<file path="config.mk">
export PLATFORM = sky130hd
export DESIGN_NAME = tx_frame_seq_flat
export DESIGN_NICKNAME = d
export VERILOG_FILES = /design/src/rtl/tx_frame_seq_pkg.sv /design/src/rtl/tx_frame_seq_if.sv /design/src/rtl/tx_frame_seq_ts_sync_fifo.sv /design/src/rtl/tx_frame_seq.sv /design/src/flat_wrapper.sv
export SDC_FILE = /design/constraint.sdc
export NUM_CORES = 1
export LEC_CHECK = 0
export BUFFER_PORTS_ARGS = -buffer_cell sky130_fd_sc_hd__buf_2
export CAP_MARGIN = 20
export CORE_MARGIN = 3
export CORE_UTILIZATION = 42
export DETAILED_ROUTE_END_ITERATION = 7
export GPL_TIMING_DRIVEN = 0
export HOLD_SLACK_MARGIN = 0.12
export REMOVE_ABC_BUFFERS = 1
export SYNTH_ARGS = -nofsm -noshare
export SYNTH_HDL_FRONTEND = slang
export SYNTH_HIERARCHICAL = 1
export SYNTH_SLANG_ARGS = --single-unit
</file>
<file path="constraint.sdc">
create_clock -name tx_clk -period 7 [get_ports tx_clk]
set_input_delay 0.7 -clock tx_clk [delete_from_list [all_inputs] [get_ports tx_clk]]
set_output_delay 0.7 -clock tx_clk [all_outputs]
set_load 0.02 [all_outputs]
</file>
<file path="src/rtl/tx_frame_seq_pkg.sv">
// Shared definitions for the TX frame sequencer: XGMII control codes, FSM
// encoding, timestamp layout and the lane-4 timestamp adder/normaliser.
package tx_frame_seq_pkg;

    localparam logic [7:0]  XGMII_START = 8'hFB;
    localparam logic [7:0]  XGMII_TERM  = 8'hFD;
    localparam logic [7:0]  XGMII_ERR   = 8'hFE;
    localparam logic [7:0]  XGMII_IDLE  = 8'h07;
    localparam logic [31:0] SC2NS       = 32'd1_000_000_000;
    localparam logic [10:0] BASE_SOF4   = 11'h7FC;
    localparam int          TS_ENTRY_W  = 116;

    typedef enum logic [1:0] {
        ST_IDLE  = 2'd0,
        ST_SOF4  = 2'd1,
        ST_FRAME = 2'd2,
        ST_ABORT = 2'd3
    } seq_state_e;

    typedef struct packed {
        logic [47:0] s;
        logic [31:0] ns;
        logic [15:0] frac;
    } ts_t;

    // Adds adj (ns * 2^16) to {ns, frac} and carries into seconds past 10^9 ns.
    function automatic ts_t ts_add_norm(input ts_t t, input logic [47:0] adj);
        logic [47:0] fns;
        ts_t         r;
        fns    = {t.ns, t.frac} + adj;
        r.frac = fns[15:0];
        if (fns[47:16] >= SC2NS) begin
            r.ns = fns[47:16] - SC2NS;
            r.s  = t.s + 48'd1;
        end else begin
            r.ns = fns[47:16];
            r.s  = t.s;
        end
        return r;
    endfunction

endpackage

</file>
<file path="src/rtl/tx_frame_seq_if.sv">
// XGMII TX stream plus the two-step timestamp readout port of the sequencer.
interface tx_frame_seq_if;

    logic [63:0]  txd_i;
    logic [7:0]   txc_i;
    // Readout handshake: the head entry is popped on an enabled tx_clk edge
    // where ts_valid_o and ts_rd_i are both high; ts_rd_i while empty is ignored.
    logic         ts_valid_o;
    logic [115:0] ts_data_o;
    logic         ts_rd_i;
    logic [4:0]   ts_count_o;
    logic         ts_ovf_o;
    logic         ts_ovf_clr_i;

    modport master (
        output txd_i, txc_i, ts_rd_i, ts_ovf_clr_i,
        input  ts_valid_o, ts_data_o, ts_count_o, ts_ovf_o
    );

    modport slave (
        input  txd_i, txc_i, ts_rd_i, ts_ovf_clr_i,
        output ts_valid_o, ts_data_o, ts_count_o, ts_ovf_o
    );

endinterface

</file>
<file path="src/rtl/tx_frame_seq_ts_sync_fifo.sv">
// Synchronous shift-style timestamp FIFO: entry 0 is always the head, so the
// head output comes straight from a register. Sticky overflow on dropped push.
module ts_sync_fifo #(
    parameter int DEPTH = 4,
    parameter int WIDTH = 116
) (
    input  logic             clk,
    input  logic             rst_n,
    input  logic             en,
    input  logic             push,
    input  logic [WIDTH-1:0] push_data,
    input  logic             pop,
    input  logic             ovf_clr,
    output logic             valid,
    output logic [WIDTH-1:0] head,
    output logic [4:0]       count,
    output logic             ovf
);

    localparam logic [4:0] DEPTH_C = 5'(DEPTH);

    logic [WIDTH-1:0] mem_q [DEPTH];
    logic [WIDTH-1:0] mem_d [DEPTH];
    logic [4:0]       count_q, count_d;
    logic             ovf_q, ovf_d;
    logic             full, do_pop, do_push;
    logic [4:0]       wr_idx;

    always_comb begin
        full    = (count_q == DEPTH_C);
        do_pop  = en & pop & (count_q != 5'd0);
        // A pop in the same cycle frees the slot, so a push into a full FIFO still lands.
        do_push = en & push & (~full | do_pop);
        wr_idx  = count_q - 5'(do_pop);
        mem_d   = mem_q;
        if (do_pop) begin
            for (int i = 0; i < DEPTH - 1; i++) mem_d[i] = mem_q[i+1];
            mem_d[DEPTH-1] = '0;
        end
        if (do_push) begin
            for (int i = 0; i < DEPTH; i++) begin
                if (wr_idx == 5'(i)) mem_d[i] = push_data;
            end
        end
        count_d = count_q + 5'(do_push) - 5'(do_pop);
        ovf_d   = ovf_q;
        if (en & ovf_clr) ovf_d = 1'b0;
        if (en & push & full & ~do_pop) ovf_d = 1'b1;
    end

    always_ff @(posedge clk or negedge rst_n) begin
        if (!rst_n) begin
            for (int i = 0; i < DEPTH; i++) mem_q[i] <= '0;
            count_q <= 5'd0;
            ovf_q   <= 1'b0;
        end else begin
            for (int i = 0; i < DEPTH; i++) mem_q[i] <= mem_d[i];
            count_q <= count_d;
            ovf_q   <= ovf_d;
        end
    end

    assign valid = (count_q != 5'd0);
    assign head  = mem_q[0];
    assign count = count_q;
    assign ovf   = ovf_q;

endmodule

</file>
<file path="src/rtl/tx_frame_seq.sv">
// Per-frame PTP TX sequencer: tracks start/SFD/terminate on 64-bit XGMII, drives
// the byte base and SFD pulse, latches the SFD timestamp and queues two-step stamps.
module tx_frame_seq
    import tx_frame_seq_pkg::*;
#(
    parameter int          TS_FIFO_DEPTH = 4,
    parameter int unsigned LANE4_ADJ_FNS = 209715,
    parameter logic [10:0] MAX_BASE      = 11'h7F8
) (
    input  logic         tx_clk,
    input  logic         tx_rst_n,
    input  logic         tx_clk_en_i,
    tx_frame_seq_if.slave bus,
    input  logic [79:0]  rtc_time_i,
    input  logic [15:0]  rtc_frac_ns_i,
    input  logic [31:0]  tsu_cfg_i,
    input  logic         is_ptp_message_i,
    input  logic [3:0]   ptp_messageType_i,
    input  logic [15:0]  ptp_flagField_i,
    input  logic [15:0]  ptp_sequenceId_i,
    output logic [10:0]  eth_count_base_o,
    output logic         get_sfd_done_o,
    output logic         frame_active_o,
    output logic [79:0]  sfd_timestamp_o,
    output logic [15:0]  sfd_timestamp_frac_ns_o,
    output logic         frame_err_o,
    output seq_state_e   dbg_state_o
);

    seq_state_e  state_q, state_d;
    logic [10:0] base_q, base_d;
    logic        sat_q, sat_d;
    logic        sfd_q, sfd_d;
    logic        err_q, err_d;
    logic        active_q, active_d;
    ts_t         ts_q, ts_d;

    logic        start0, start4, any_term, any_err, all_idle;
    logic        one_step, push;
    logic [11:0] base_sum;
    ts_t         rtc_now, rtc_adj;

    logic                  fifo_valid, fifo_ovf;
    logic [TS_ENTRY_W-1:0] fifo_head;
    logic [4:0]            fifo_count;

    assign rtc_now = {rtc_time_i, rtc_frac_ns_i};
    assign rtc_adj = ts_add_norm(rtc_now, 48'(LANE4_ADJ_FNS));

    always_comb begin
        start0   = bus.txc_i[0] && (bus.txd_i[7:0]   == XGMII_START);
        start4   = bus.txc_i[4] && (bus.txd_i[39:32] == XGMII_START);
        any_term = 1'b0;
        any_err  = 1'b0;
        all_idle = (bus.txc_i == 8'hFF);
        for (int i = 0; i < 8; i++) begin
            if (bus.txc_i[i] && bus.txd_i[8*i +: 8] == XGMII_TERM) any_term = 1'b1;
            if (bus.txc_i[i] && bus.txd_i[8*i +: 8] == XGMII_ERR)  any_err  = 1'b1;
            if (bus.txd_i[8*i +: 8] != XGMII_IDLE) all_idle = 1'b0;
        end
    end

    always_comb begin
        one_step = tsu_cfg_i[0] |
                   (tsu_cfg_i[24] & ~ptp_flagField_i[9] &
                    (ptp_messageType_i == 4'd0 || ptp_messageType_i == 4'd3));
        base_sum = {1'b0, base_q} + 12'd8;
        state_d  = state_q;
        base_d   = base_q;
        sat_d    = sat_q;
        ts_d     = ts_q;
        sfd_d    = 1'b0;
        err_d    = 1'b0;
        push     = 1'b0;
        if (tx_clk_en_i) begin
            case (state_q)
                ST_IDLE: begin
                    if (start0) begin
                        state_d = ST_FRAME;
                        base_d  = 11'd0;
                        sat_d   = 1'b0;
                        sfd_d   = 1'b1;
                        ts_d    = rtc_now;
                    end else if (start4) begin
                        state_d = ST_SOF4;
                        ts_d    = rtc_adj;
                    end
                end
                ST_SOF4: begin
                    state_d = ST_FRAME;
                    base_d  = BASE_SOF4;
                    sat_d   = 1'b0;
                    sfd_d   = 1'b1;
                end
                ST_FRAME: begin
                    if (any_err) begin
                        state_d = ST_ABORT;
                        err_d   = 1'b1;
                    end else if (any_term) begin
                        state_d = ST_IDLE;
                        push    = is_ptp_message_i & (ptp_messageType_i <= 4'd3) & ~one_step;
                    end else if (start0) begin
                        err_d   = 1'b1;
                        base_d  = 11'd0;
                        sat_d   = 1'b0;
                        sfd_d   = 1'b1;
                        ts_d    = rtc_now;
                    end else if (start4) begin
                        err_d   = 1'b1;
                        state_d = ST_SOF4;
                        ts_d    = rtc_adj;
                    end else if (!sat_q) begin
                        // Bases above MAX_BASE only occur as the -4 lane-4 start, which must wrap.
                        if (base_q <= MAX_BASE && base_sum > {1'b0, MAX_BASE}) begin
                            base_d = MAX_BASE;
                            sat_d  = 1'b1;
                            err_d  = 1'b1;
                        end else begin
                            base_d = base_sum[10:0];
                        end
                    end
                end
                ST_ABORT: begin
                    if (any_term || all_idle) state_d = ST_IDLE;
                end
                default: state_d = ST_IDLE;
            endcase
        end
        active_d = (state_d == ST_FRAME);
    end

    // Pulse flops are not held by the enable, so each pulse lasts one tx_clk.
    always_ff @(posedge tx_clk or negedge tx_rst_n) begin
        if (!tx_rst_n) begin
            state_q  <= ST_IDLE;
            base_q   <= 11'd0;
            sat_q    <= 1'b0;
            sfd_q    <= 1'b0;
            err_q    <= 1'b0;
            active_q <= 1'b0;
            ts_q     <= '0;
        end else begin
            state_q  <= state_d;
            base_q   <= base_d;
            sat_q    <= sat_d;
            sfd_q    <= sfd_d;
            err_q    <= err_d;
            active_q <= active_d;
            ts_q     <= ts_d;
        end
    end

    ts_sync_fifo #(
        .DEPTH (TS_FIFO_DEPTH),
        .WIDTH (TS_ENTRY_W)
    ) u_ts_fifo (
        .clk       (tx_clk),
        .rst_n     (tx_rst_n),
        .en        (tx_clk_en_i),
        .push      (push),
        .push_data ({ptp_sequenceId_i, ptp_messageType_i, ts_q}),
        .pop       (bus.ts_rd_i),
        .ovf_clr   (bus.ts_ovf_clr_i),
        .valid     (fifo_valid),
        .head      (fifo_head),
        .count     (fifo_count),
        .ovf       (fifo_ovf)
    );

    assign bus.ts_valid_o          = fifo_valid;
    assign bus.ts_data_o           = fifo_head;
    assign bus.ts_count_o          = fifo_count;
    assign bus.ts_ovf_o            = fifo_ovf;
    assign eth_count_base_o        = base_q;
    assign get_sfd_done_o          = sfd_q;
    assign frame_active_o          = active_q;
    assign frame_err_o             = err_q;
    assign sfd_timestamp_o         = {ts_q.s, ts_q.ns};
    assign sfd_timestamp_frac_ns_o = ts_q.frac;
    assign dbg_state_o             = state_q;

endmodule

</file>
<file path="src/flat_wrapper.sv">
// flat-port wrapper written by rule: the top's interface ports become plain ports
module tx_frame_seq_flat import tx_frame_seq_pkg::*;
#(
    parameter int          TS_FIFO_DEPTH = 4,
    parameter int unsigned LANE4_ADJ_FNS = 209715,
    parameter logic [10:0] MAX_BASE      = 11'h7F8
)
  (tx_clk, tx_rst_n, tx_clk_en_i, rtc_time_i, rtc_frac_ns_i, tsu_cfg_i, is_ptp_message_i, ptp_messageType_i, ptp_flagField_i, ptp_sequenceId_i, eth_count_base_o, get_sfd_done_o, frame_active_o, sfd_timestamp_o, sfd_timestamp_frac_ns_o, frame_err_o, dbg_state_o, bus_txd_i, bus_txc_i, bus_ts_rd_i, bus_ts_ovf_clr_i, bus_ts_valid_o, bus_ts_data_o, bus_ts_count_o, bus_ts_ovf_o);
  tx_frame_seq_if bus_i ();
  input  logic tx_clk;
  input  logic tx_rst_n;
  input  logic tx_clk_en_i;
  input  logic [79:0] rtc_time_i;
  input  logic [15:0] rtc_frac_ns_i;
  input  logic [31:0] tsu_cfg_i;
  input  logic is_ptp_message_i;
  input  logic [3:0] ptp_messageType_i;
  input  logic [15:0] ptp_flagField_i;
  input  logic [15:0] ptp_sequenceId_i;
  output logic [10:0] eth_count_base_o;
  output logic get_sfd_done_o;
  output logic frame_active_o;
  output logic [79:0] sfd_timestamp_o;
  output logic [15:0] sfd_timestamp_frac_ns_o;
  output logic frame_err_o;
  output seq_state_e dbg_state_o;
  input wire logic [$bits(bus_i.txd_i)-1:0] bus_txd_i;
  input wire logic [$bits(bus_i.txc_i)-1:0] bus_txc_i;
  input wire logic [$bits(bus_i.ts_rd_i)-1:0] bus_ts_rd_i;
  input wire logic [$bits(bus_i.ts_ovf_clr_i)-1:0] bus_ts_ovf_clr_i;
  output wire logic [$bits(bus_i.ts_valid_o)-1:0] bus_ts_valid_o;
  output wire logic [$bits(bus_i.ts_data_o)-1:0] bus_ts_data_o;
  output wire logic [$bits(bus_i.ts_count_o)-1:0] bus_ts_count_o;
  output wire logic [$bits(bus_i.ts_ovf_o)-1:0] bus_ts_ovf_o;
  assign bus_i.txd_i = bus_txd_i;
  assign bus_i.txc_i = bus_txc_i;
  assign bus_i.ts_rd_i = bus_ts_rd_i;
  assign bus_i.ts_ovf_clr_i = bus_ts_ovf_clr_i;
  assign bus_ts_valid_o = bus_i.ts_valid_o;
  assign bus_ts_data_o = bus_i.ts_data_o;
  assign bus_ts_count_o = bus_i.ts_count_o;
  assign bus_ts_ovf_o = bus_i.ts_ovf_o;
  tx_frame_seq #(.TS_FIFO_DEPTH(TS_FIFO_DEPTH), .LANE4_ADJ_FNS(LANE4_ADJ_FNS), .MAX_BASE(MAX_BASE)) u_core (.tx_clk(tx_clk), .tx_rst_n(tx_rst_n), .tx_clk_en_i(tx_clk_en_i), .bus(bus_i), .rtc_time_i(rtc_time_i), .rtc_frac_ns_i(rtc_frac_ns_i), .tsu_cfg_i(tsu_cfg_i), .is_ptp_message_i(is_ptp_message_i), .ptp_messageType_i(ptp_messageType_i), .ptp_flagField_i(ptp_flagField_i), .ptp_sequenceId_i(ptp_sequenceId_i), .eth_count_base_o(eth_count_base_o), .get_sfd_done_o(get_sfd_done_o), .frame_active_o(frame_active_o), .sfd_timestamp_o(sfd_timestamp_o), .sfd_timestamp_frac_ns_o(sfd_timestamp_frac_ns_o), .frame_err_o(frame_err_o), .dbg_state_o(dbg_state_o));
endmodule
</file>
==> flow_metrics.tcl <==
set metrics [dict create \
    outcome "complete, no violations" \
    worst_hold_path_type "input pin to register" \
    cts_tree "built" \
    slowest_stage "a21oi_2" \
    clock_skew_ns 0.0254 \
    crit_end "u_core/sfd_timestamp_o[31]$_DFFE_PN0P_" \
    final_common_cell "dfrtp_1" \
    cts-root-buf "clkbuf_16" \
    ys_warn_count 6 \
    yosys.area.top_type "dfrtp_1" \
    insertion_delay_ns 0.60 \
    synthesis.area_um2 31600 \
    multi_input_area_um2 15200 \
    critPathLaunch "rtc_frac_ns_i[1]" \
    finalSetupViolations 0 \
    timing.final.crit_share 0.713 \
    area_growth_pct 16.3 \
    grt_usage 0.201 \
    path_cells "buf_2 -> o211ai_1 -> a21oi_1 -> a21oi_2 -> nor2_1 -> xnor2_1 -> ha_1 -> nand2b_1 -> a211oi_1 -> nor4bb_1 -> o31ai_1 -> o22ai_1 -> o211a_1 -> o21ai_0 -> a2111oi_0 -> a31oi_1 -> a31oi_1" \
    dieArea_um2 78600 \
    required_ns 7.52 \
    start_kind "input pin" \
    synth_cell_types 91 \
    rsz0062_at_grt "false" \
    synth_edf_count 0 \
    endpoint_kind "register" \
    numCtsBuffers 68 \
    io_pins 477 \
    synthesis.instances 3070 \
    reg2reg_setup_slack_ns 2.49 \
    synth_area_leaders "dfrtp_1 46%, mux2_2 11%, mux2i_1 7.6%" \
    grt_max_degree 120 \
    post_cts_resized 0 \
    synth-main-ff-cell "dfrtp_1" \
    ctsLongestPathBuffers 3 \
    critPathTopFamily "compound AO/OA/AOI/OAI gates" \
    cp.depth 17 \
    initialDrtViolationCount 1337 \
    gp_congestion 0.888 \
    die_h_um 280 \
    num_rows 99 \
    power-per-cell-area_nw_per_um2 224 \
    tightest_slew_ns 1.06 \
    slew_violations 0 \
    fmax_ghz 0.200 \
    vias 22900 \
    power_mw 8.22 \
    crit_buf_inv 1 \
    r2r_start "u_core/u_ts_fifo/count[1]$_DFF_PN0_" \
    seq_area_um2 14500 \
    route.detailed.wl_per_inst_um 18.4 \
    r2r-end "u_core/u_ts_fifo/mem_q[94]$_DFF_PN0_" \
    crit_top_cell "a31oi_1" \
    hold_start "ptp_sequenceId_i[7]" \
    grt_pass1_vias 22600 \
    hold_viol 0 \
    dr.pass1.iters 5 \
    totalWireLength_um 80200 \
    max_stage_delay_ns 0.83 \
    start_util 0.429 \
    utilization 0.499 \
    path_max_fanout 15 \
    postCtsSetupBuffers 0 \
    r2r_cells 12 \
    num-nets-final 3585 \
    min_period_ns 4.99 \
    relSlewSlack 0.291 \
    layout_common_cells "581 x dfrtp_1, 428 x buf_2, 309 x mux2_2" \
    core_um2 73700 \
    worst_slack_ns 2.01 \
    port_buffers 429 \
    dieWidth_um 280 \
    hold_buffers 1 \
    syn_avg_cell_area_um2 10.3 \
    clk_pin_slew_worst_paths_ns 0.06 \
    arrival_ns 5.51 \
    nFillCells 6773 \
    synth-seq-cells 581 \
    hold-worst-slack_ns 0.380 \
    p_leak_nw 18.5 \
    ant_nets 0 \
    synthArstFlopShare 1.00 \
    grt_remaining_overflow 0 \
    antenna_found_initial 19 \
    grt_pass1_wl_um 127000 \
    crit_type "input pin to register" \
    ir_worst_vdd_mv 0.196 \
    htree_levels 3 \
    via_per_inst 5.27 \
    drive_above_1_share 0.294 \
    drcViolationCount 0 \
    cap_violations 0 \
    dp_hpwl_um 55600 \
    ys_seq_area_frac 0.460 \
    setup-tns-final_ns 0 \
    preCtsSetupSlack_ns 1.50 \
    yosysTopAreaCellShare 0.460 \
    cts_sinks 581 \
]
[layer usage]
layer / global-route usage / routed length (um)
met3: 0.0455 / 4290
met2: 0.326 / 37800
met5: 0 / 101
met1: 0.269 / 36100
met4: 0.0579 / 1860
[cell usage after synthesis (5+ instances only)]
cell and count:
or3_1 11, a211o_1 5, nor3b_1 7, a21o_1 5, a21oi_1 288, buf_2 59, buf_4 119, nor3_1 47
xor2_1 22, nand2_1 181, a31oi_1 12, nand2b_1 9, mux2i_1 240, nor2_1 308, inv_1 40, o21ai_0 111
nor4b_1 8, nand4_1 27, nor4_1 29, o211ai_1 6, nor3_2 7, mux2_2 309, nor2b_1 123, nand3b_1 5
and3_1 26, buf_6 8, dfrtp_1 581, ha_1 20, o31ai_1 5, nand3_1 72, nor4_2 6, and2_1 9
nand4b_1 10, or4_1 9, and4_1 8, buf_1 6, xnor2_1 77, o21ai_1 13, a2111oi_0 7, mux2_4 40
clkbuf_1 120
[power breakdown]
group | total [mW] | internal [mW] | switching [mW]
clock network | 3.53 | 2.09 | 1.44
registers | 3.57 | 3.44 | 0.131
logic | 1.11 | 0.406 | 0.704
[worst min-delay path by stage]
stage	end	slack (ns)	cells past startpoint
finish	u_core/u_ts_fifo/mem_q[107]$_DFF_PN0_	0.38	2
CTS	u_core/u_ts_fifo/mem_q[108]$_DFF_PN0_	0.33	2
floorplan	u_core/dbg_state_o[0]$_DFF_PN0_	0.40	0
global placement	u_core/u_ts_fifo/ovf$_DFFE_PN0P_	0.47	2
detailed placement	u_core/u_ts_fifo/ovf$_DFFE_PN0P_	0.48	2
global route	u_core/u_ts_fifo/mem_q[100]$_DFF_PN0_	0.33	2
[area by class of cell]
| cell class | instances | share of cell area |
|---|---|---|
| multi-input cells | 2136 | 0.414 |
| flip-flops and latches | 581 | 0.396 |
| repair buffers | 494 | 0.0907 |
| clock buffers | 103 | 0.0562 |
| well taps | 959 | 0.0326 |
| clock inverters | 16 | 0.00528 |
| inverters | 41 | 0.00419 |
| diodes | 17 | 0.00116 |
[cells by family (layout without fill, tap and decap cells)]
logic type                 count (synthesis)  count (layout)  synth area share
xor gates and xnor gates                 100             100            0.0279
adders and majority gates                 21              21           0.00855
other                                      1              19          0.000119
DFF                                      581             581             0.460
muxes                                    589             589             0.205
buffers and inverters                    354             654            0.0604
and+or+nand+nor                          922             922             0.148
AOI/OAI and AO/OA                        502             502            0.0899
[flip-flops by register name (all words and copies together) (netlist names)]
register,cells
u_core/frame_active_o,1
u_core/u_ts_fifo/mem_q,348
u_core/sfd_timestamp_o,80
u_core/u_ts_fifo/count,5
u_core/frame_err_o,1
u_core/u_ts_fifo/head,116
u_core/eth_count_base_o,9
u_core/get_sfd_done_o,1
u_core/u_ts_fifo/ovf,1
u_core/sat_q,1
u_core/sfd_timestamp_frac_ns_o,16
u_core/dbg_state_o,2
[per-stage QoR]
stage               cells  area, um2
floorplan            2758      29900
global placement     4146      33200
detailed placement   4209      34400
CTS                  4329      36700
global route         4339      36700
finish               4347      36800
Note: power is estimated with default switching activity, not from simulation.
